$ cat config.mk
export PLATFORM = sky130hd
export DESIGN_NAME = matrix_result_drain
export DESIGN_NICKNAME = d
export VERILOG_FILES = /design/src/rtl/matrix_result_drain.sv
export SDC_FILE = /design/constraint.sdc
export NUM_CORES = 1
export LEC_CHECK = 0
export BUFFER_PORTS_ARGS = -buffer_cell sky130_fd_sc_hd__buf_2
export CAP_MARGIN = 20
export CORE_ASPECT_RATIO = 0.7
export CORE_MARGIN = 3
export CORE_UTILIZATION = 25
export DETAILED_ROUTE_END_ITERATION = 8
export PLACE_DENSITY = 0.45
export SETUP_SLACK_MARGIN = 0.5
export SLEW_MARGIN = 20
export SYNTH_ARGS = -nofsm -noshare
export SYNTH_HDL_FRONTEND = slang
export SYNTH_SLANG_ARGS = --single-unit
$ cat constraint.sdc
create_clock -name clk -period 9.8 [get_ports clk]
set_clock_uncertainty 0.15 [all_clocks]
set_input_delay 0.49 -clock clk [delete_from_list [all_inputs] [get_ports clk]]
set_output_delay 0.49 -clock clk [all_outputs]
set_load 0.005 [all_outputs]
$ cat src/rtl/matrix_result_drain.sv
// matrix_result_drain: captures the 3x3 systolic-array result matrix, saturates
// each element to OUT_W bits while building a threshold activation mask, and
// serves elements/status to the CPU through custom-0 PCPI instructions.
// Build option: define DRAIN_RELU_EN to store negative saturated values as 0.
module matrix_result_drain #(
  parameter int unsigned N_ELEM = 9,
  parameter int unsigned OUT_W  = 16
) (
  input  logic                  clk,
  input  logic                  rst,
  input  logic                  res_valid,
  input  logic [N_ELEM*32-1:0]  res_data,
  input  logic [31:0]           threshold,
  output logic                  res_ready,
  input  logic                  pcpi_valid,
  input  logic [31:0]           pcpi_insn,
  output logic                  pcpi_wr,
  output logic [31:0]           pcpi_rd,
  output logic                  pcpi_wait,
  output logic                  pcpi_ready
);

  typedef enum logic [1:0] {
    IDLE = 2'd0,
    POST = 2'd1,
    HOLD = 2'd2
  } state_t;

  localparam logic [6:0] OPCODE   = 7'b0001011;
  localparam logic [2:0] F3_ELEM  = 3'b010;
  localparam logic [2:0] F3_MASK  = 3'b011;
  localparam logic [2:0] F3_CLEAR = 3'b100;
  localparam logic [3:0] LAST_IDX = 4'(N_ELEM - 1);

  localparam logic signed [31:0] SAT_MAX = (32'sd1 <<< (OUT_W - 1)) - 32'sd1;
  localparam logic signed [31:0] SAT_MIN = -SAT_MAX - 32'sd1;

  state_t               state, state_next;
  logic [3:0]           idx;
  logic [N_ELEM-1:0]    mask;
  logic                 overflow;
  logic                 responded;
  logic signed [31:0]   thr;
  logic signed [31:0]   raw  [N_ELEM];
  logic [OUT_W-1:0]     elem [N_ELEM];

  logic [2:0]           funct3;
  logic [4:0]           sel;
  logic                 is_op, is_elem, is_mask, is_clear;
  logic                 pending, respond, clear_fire, capture;
  logic [OUT_W-1:0]     sat_val;
  logic                 cur_ge;
  logic [31:0]          rd_next;
  logic                 unused_insn_bits;

  assign funct3           = pcpi_insn[14:12];
  assign sel              = pcpi_insn[19:15];
  assign unused_insn_bits = ^{pcpi_insn[31:20], pcpi_insn[11:7]};

  assign is_op    = pcpi_valid && (pcpi_insn[6:0] == OPCODE);
  assign is_elem  = is_op && (funct3 == F3_ELEM);
  assign is_mask  = is_op && (funct3 == F3_MASK);
  assign is_clear = is_op && (funct3 == F3_CLEAR);

  // An instruction is pending until it has been answered once; an element read
  // during POST stalls the CPU until the full matrix has been processed.
  assign pending    = (is_elem || is_mask || is_clear) && !responded;
  assign pcpi_wait  = pending && is_elem && (state == POST);
  assign respond    = pending && !pcpi_wait;
  assign clear_fire = respond && is_clear;

  // A pending instruction also blocks capture, which is how CLEAR beats a
  // simultaneous res_valid without that matrix counting as an overflow.
  assign res_ready = (state != POST) && !pending;
  assign capture   = res_valid && res_ready;

  // Saturate and threshold-compare the element selected by idx.
  always_comb begin
    sat_val = raw[idx][OUT_W-1:0];
    if (raw[idx] > SAT_MAX) begin
      sat_val = SAT_MAX[OUT_W-1:0];
    end else if (raw[idx] < SAT_MIN) begin
      sat_val = SAT_MIN[OUT_W-1:0];
    end
`ifdef DRAIN_RELU_EN
    if (raw[idx] < 0) begin
      sat_val = '0;
    end
`endif
    cur_ge = (raw[idx] >= thr);
  end

  // Read-data selection for the instruction being answered this cycle.
  always_comb begin
    rd_next = '0;
    if (is_elem) begin
      if (state != IDLE && sel < 5'(N_ELEM)) begin
        rd_next = {{(32 - OUT_W){elem[sel[3:0]][OUT_W-1]}}, elem[sel[3:0]]};
      end
    end else if (is_mask) begin
      rd_next = {overflow, 20'b0, state, mask};
    end
  end

  // Next-state logic: CLEAR has priority, then capture, then end of POST.
  always_comb begin
    state_next = state;
    if (clear_fire) begin
      state_next = IDLE;
    end else if (capture) begin
      state_next = POST;
    end else if (state == POST && idx == LAST_IDX) begin
      state_next = HOLD;
    end
  end

  // State register.
  always_ff @(posedge clk) begin
    if (rst) begin
      state <= IDLE;
    end else begin
      state <= state_next;
    end
  end

  // Capture, serial post-processing and overflow/mask bookkeeping.
  always_ff @(posedge clk) begin
    if (rst) begin
      idx      <= '0;
      mask     <= '0;
      overflow <= 1'b0;
      thr      <= '0;
      for (int unsigned i = 0; i < N_ELEM; i++) begin
        raw[i]  <= '0;
        elem[i] <= '0;
      end
    end else begin
      if (state == POST) begin
        elem[idx] <= sat_val;
        mask[idx] <= cur_ge;
        idx       <= idx + 4'd1;
      end
      if (capture) begin
        for (int unsigned i = 0; i < N_ELEM; i++) begin
          raw[i] <= res_data[32*i +: 32];
        end
        thr  <= threshold;
        mask <= '0;
        idx  <= '0;
      end
      if (clear_fire) begin
        mask     <= '0;
        overflow <= 1'b0;
      end else if (res_valid && !res_ready) begin
        overflow <= 1'b1;
      end
    end
  end

  // PCPI response: one ready/wr pulse per instruction, rd zero outside it.
  always_ff @(posedge clk) begin
    if (rst) begin
      pcpi_ready <= 1'b0;
      pcpi_wr    <= 1'b0;
      pcpi_rd    <= '0;
      responded  <= 1'b0;
    end else begin
      pcpi_ready <= respond;
      pcpi_wr    <= respond;
      pcpi_rd    <= respond ? rd_next : '0;
      responded  <= pcpi_valid && (responded || respond);
    end
  end

endmodule

# After elaboration in Yosys (flattened, before gate mapping)
# Memories as Yosys holds them, arrays and structs flattened. A register that Yosys moved wholly into a read port is not among the register bits.
# Cells that the tools add are included.
dict set report classes {
  add_sub_neg 1
  n_lt_le_gt_ge 6
  n_eq_ne 7
  mux 32
  n_bitwise 10
  n_reduce_logical 30
}
# op n
set op_table {}
lappend op_table {{2-to-1 mux 32 bit} 12}
lappend op_table {{2-to-1 mux 16 bit} 3}
lappend op_table {{>= comparator 32 bit} 1}
lappend op_table {{> comparator 32 x 16 -> 1 bit (second input constant)} 1}
lappend op_table {{less-than comparator 32 x 16 -> 1 bit (second input constant)} 1}
lappend op_table {{logical AND 1 bit} 16}
lappend op_table {{OR reduction 16 bit} 1}
lappend op_table {{2-to-1 mux 1 bit} 12}
lappend op_table {{2-to-1 mux 4 bit} 3}
lappend op_table {{bitwise mux 9 bit} 1}
lappend op_table {{OR 1 bit} 9}
lappend op_table {{equality test 7 x 4 -> 1 bit (second input constant)} 1}
lappend op_table {{equality test 3 x 2 -> 1 bit (second input constant)} 2}
lappend op_table {{OR reduction 2 bit} 3}
lappend op_table {{less-than comparator 4 x 5 -> 1 bit (second input constant)} 1}
lappend op_table {{less-than comparator 5 x 4 -> 1 bit (second input constant)} 1}
lappend op_table {{adder 4 x 1 -> 4 bit (second input constant)} 1}
lappend op_table {{demux 1 bit (select 4 bit)} 1}
lappend op_table {{equality test 4 bit (second input constant)} 1}
lappend op_table {{>= comparator 4 x 1 -> 1 bit (second input constant)} 1}
lappend op_table {{logical NOT 1 bit} 4}
lappend op_table {{nonzero test 2 bit} 2}
lappend op_table {{equality test 3 bit (second input constant)} 1}
lappend op_table {{logical OR 1 bit} 3}
lappend op_table {{other kinds (4)} 4}
dict set report word_totals {
  reg_bits 82
  ramBits 432
  wordCells 97
  n_memories 2
}
# memory words width read_ports rd_ports_with_merged_regs write_ports line_no
set memory_table {}
lappend memory_table {raw 9 32 1 1 9 44} ;# logic signed [31:0] raw [N_ELEM];
lappend memory_table {elem 9 16 1 0 9 45} ;# logic [OUT_W-1:0] elem [N_ELEM];

# Depth between registers and ports, before layout
dict set report logic_depth {
  depth_word 13
  mapped_depth 18
  ltp_nobuf 14
}

# Least setup slack after synthesis
# No wires, ideal clock.
dict set report synth_path {
  path_type {input to register}
  from {input rst}
  to {register (tool-made name)}
  setup_ps 472
  arrival_time_ps 8181
  slack_ps 997
  stages 4
  cell_sequence {clkbuf_1 clkbuf_1 nand2b_1 nor2_1}
}
# item line_no
set synth_lines {}
lappend synth_lines {{from (decl)} 10} ;# input logic rst,

==> results.yml <==
floorplan:
  die_w_um: 400.9
  fp.dieH_um: 282.5
  row_count: 100
  core_sq_um: 107400
  start_util_pct: 25.43
  die-area_sq_um: 113200
  num_io_pins: 392
timing:
  rsz0062_at_grt: "false"
  worst_pin_slew_ns: 1.202
  slew-limit-headroom_pct: 19.89
  layout_min_cycle_time_ns: 5.003
  drv_slew: 0
  fmax_mhz: 199.9
  fin_crit_sh_pct: 51.05
  finalSetupTns_ns: 0
  setup_viol: 0
  hold_violations: 0
drt:
  drc: 0
  via_per_inst: 4.592
  ant_nets: 0
  wl_per_cell_um: 22.07
  drtIter0Drc: 1536
  vias: 18270
  wirelength_um: 87780
  first_pass_iters: 5
global_routing:
  antenna_found_initial: 12
  grt_max_degree: 289
  grt_pass1_vias: 19290
  overflow: 0
  gr-usage-all-layers_pct: 15.44
  grt_pass1_wl_um: 129100
place:
  dp.cells: 3548
  post-dp-hpwl_um: 58290
  port_buffers: 374
  dpl-instance-area_sq_um: 30610
  routabilityCongestion: 0.8221
layout:
  post-route-util_pct: 33.37
  fin_area_sq_um: 35820
  drive_gt1_share_pct: 26.36
  final_nets: 2890
  area_delta_synth_final_pct: 31.25
  instances_no_fill: 3978
  mostFrequentLayoutCells: "edfxtp_1 (544), buf_2 (372), dlygate4sd3_1 (310)"
  final_common_cell: "edfxtp_1"
logic_synthesis:
  syn_area_sq_um: 27290
  yosys_register_bits: 615
  synth.area.top_cells: "edfxtp_1 (60%), mux4_2 (11%), and2_1 (6.8%)"
  syn_area_per_cell_sq_um: 14.67
  syn_inst: 1860
  async_flop_share_pct: 0
  yosysTopAreaCell: "edfxtp_1"
  synth_edf_count: 544
  ys.flop_type: "edfxtp_1"
  synth_top_area_share_pct: 59.85
  syn-num-nets: 2252
  ys_seq_area_share_pct: 65.06
  ys_types: 52
  synth_warnings: 0
critical_path:
  cp_data_required_time_ns: 10.11
  critPathCaptureType: "flip-flop"
  cp_max_fo: 33
  rr_worst_depth: 14
  crit_arrival_ns: 5.31
  path_cells: "buf_4, mux4_2, mux2i_1, nor2_1, a21oi_1, buf_4, inv_1, ha_1, nand4_1, nor2_1, a21oi_2, or3_1, o211ai_1, a41oi_1"
  path_delay_family: "buffers and inverters"
  criticalPathCategory: "reg -> reg"
  slowest_stage: "mux4_2"
  cp-start-kind: "flip-flop"
  cp.buffers_inverters: 3
  critPathMaxStageDelay_ns: 0.72
  cp_num_cells: 14
cts:
  post_cts_buffers: 0
  worstSkewPairLatency_ns: 0.63
  cts_max_path_buffers: 3
  root_buffer: "clkbuf_16"
  path_clk_slew_ns: 0.06
  cts_resized: 0
  hold_buffers: 310
  cts-buffers-inserted: 66
  tritoncts: "done"
  clock-sinks: 615
  ctsHtreeMaxLevel: 3
pwr:
  p_leak_uw: 0.01361
  p_per_area_nw_per_um2: 174.5
  vdd_ir_drop_max_v: 0.0001233
run_status:
  status: "complete, no violations"
worst_hold_path:
  min_from: "threshold[11]"
  hold_path.class: "in -> reg"
  hold_path_depth: 3
run:
  maxCapViolCount: 0
==> Yosys cell counts, drive strengths merged (2+ instances only) <==
cell type	number
a22o	16
and2	297
nor3	5
inv	68
xor2	2
or2	8
nor2	53
a21oi	75
nand2b	23
or3	13
nand4	12
and4	2
clkbuf	99
buf	52
o21a	4
ha	36
mux4	144
nand2	85
dfxtp	71
a22oi	11
mux2i	16
edfxtp	544
a31oi	9
a21o	15
nor2b	5
o21ai	152
nor4	7
nor3b	2
and3	15
o311ai	9
==> path summary, 6_finish.rpt <==
check	endpoint	slack, ns
min	thr[11]	0.05
max reg2reg	mask[8]	4.80
max	mask[8]	4.80
min reg2reg	thr[20]	0.31
==> worst register-to-register path, stage by stage (launching register included) <==
cell and delay (ns):
dfxtp_4 0.34, buf_4 0.58, mux4_2 0.79, mux2i_1 0.18, nor2_1 0.06, a21oi_1 0.24, buf_4 0.28, inv_1 0.21
ha_1 0.68, nand4_1 0.18, nor2_1 0.32, a21oi_2 0.28, or3_1 0.38, o211ai_1 0.09, a41oi_1 0.07
==> power by group <==
| group | internal [uW] | switching (uW) |
|---|---|---|
| clock network | 1440 | 1070 |
| registers | 3010 | 39.5 |
| logic | 319 | 373 |
==> state kept, by name (all words and copies together) (netlist names), named ones only <==
signal / flops
elem: 256
idx: 4
mask: 9
overflow: 1
pcpi_rd: 17
pcpi_ready: 1
raw: 288
responded: 1
state: 2
thr: 32
==> through the flow <==
step | hold slack [ns] | setup WS [ns] | power [uW]
global placement | 0.2996 | 4.447 | 3689
CTS | 0.002335 | 4.551 | 6335
finish | 0.05133 | 4.797 | 6252
global route | 0.01847 | 4.435 | 6502
detailed placement | 0.3003 | 4.534 | 3706
floorplan | 0.2863 | 0.9969 | 3465
==> layer usage <==
metal	vias to the layer above	wire length [um]	track usage, %
met5	-	27	0
met4	4	1611	3.633
met3	106	5524	3.599
met2	611	39700	24.23
met1	9329	40910	21.70
li1	8215	-	-
==> kinds of logic after synthesis <==
| kind of cell | share of synthesized area [%] |
|---|---|
| buf+inv | 3.479 |
| flops | 65.06 |
| fa+ha+maj | 1.650 |
| compound gates | 6.184 |
| xor+xnor | 0.09628 |
| mux | 12.55 |
| simple gates | 10.98 |
==> cell type report <==
type                    instances  area [sq um]
diodes                          4         10.01
clock buffers                  82          1763
clock inverters                34         325.3
well taps                    1428          1787
fillers                     10630         71530
inverters                      68         255.2
repair buffers                721          5283
flip-flops and latches        615         17770
multi-input cells            1026          8636
Power figures use the tool's default switching activity.
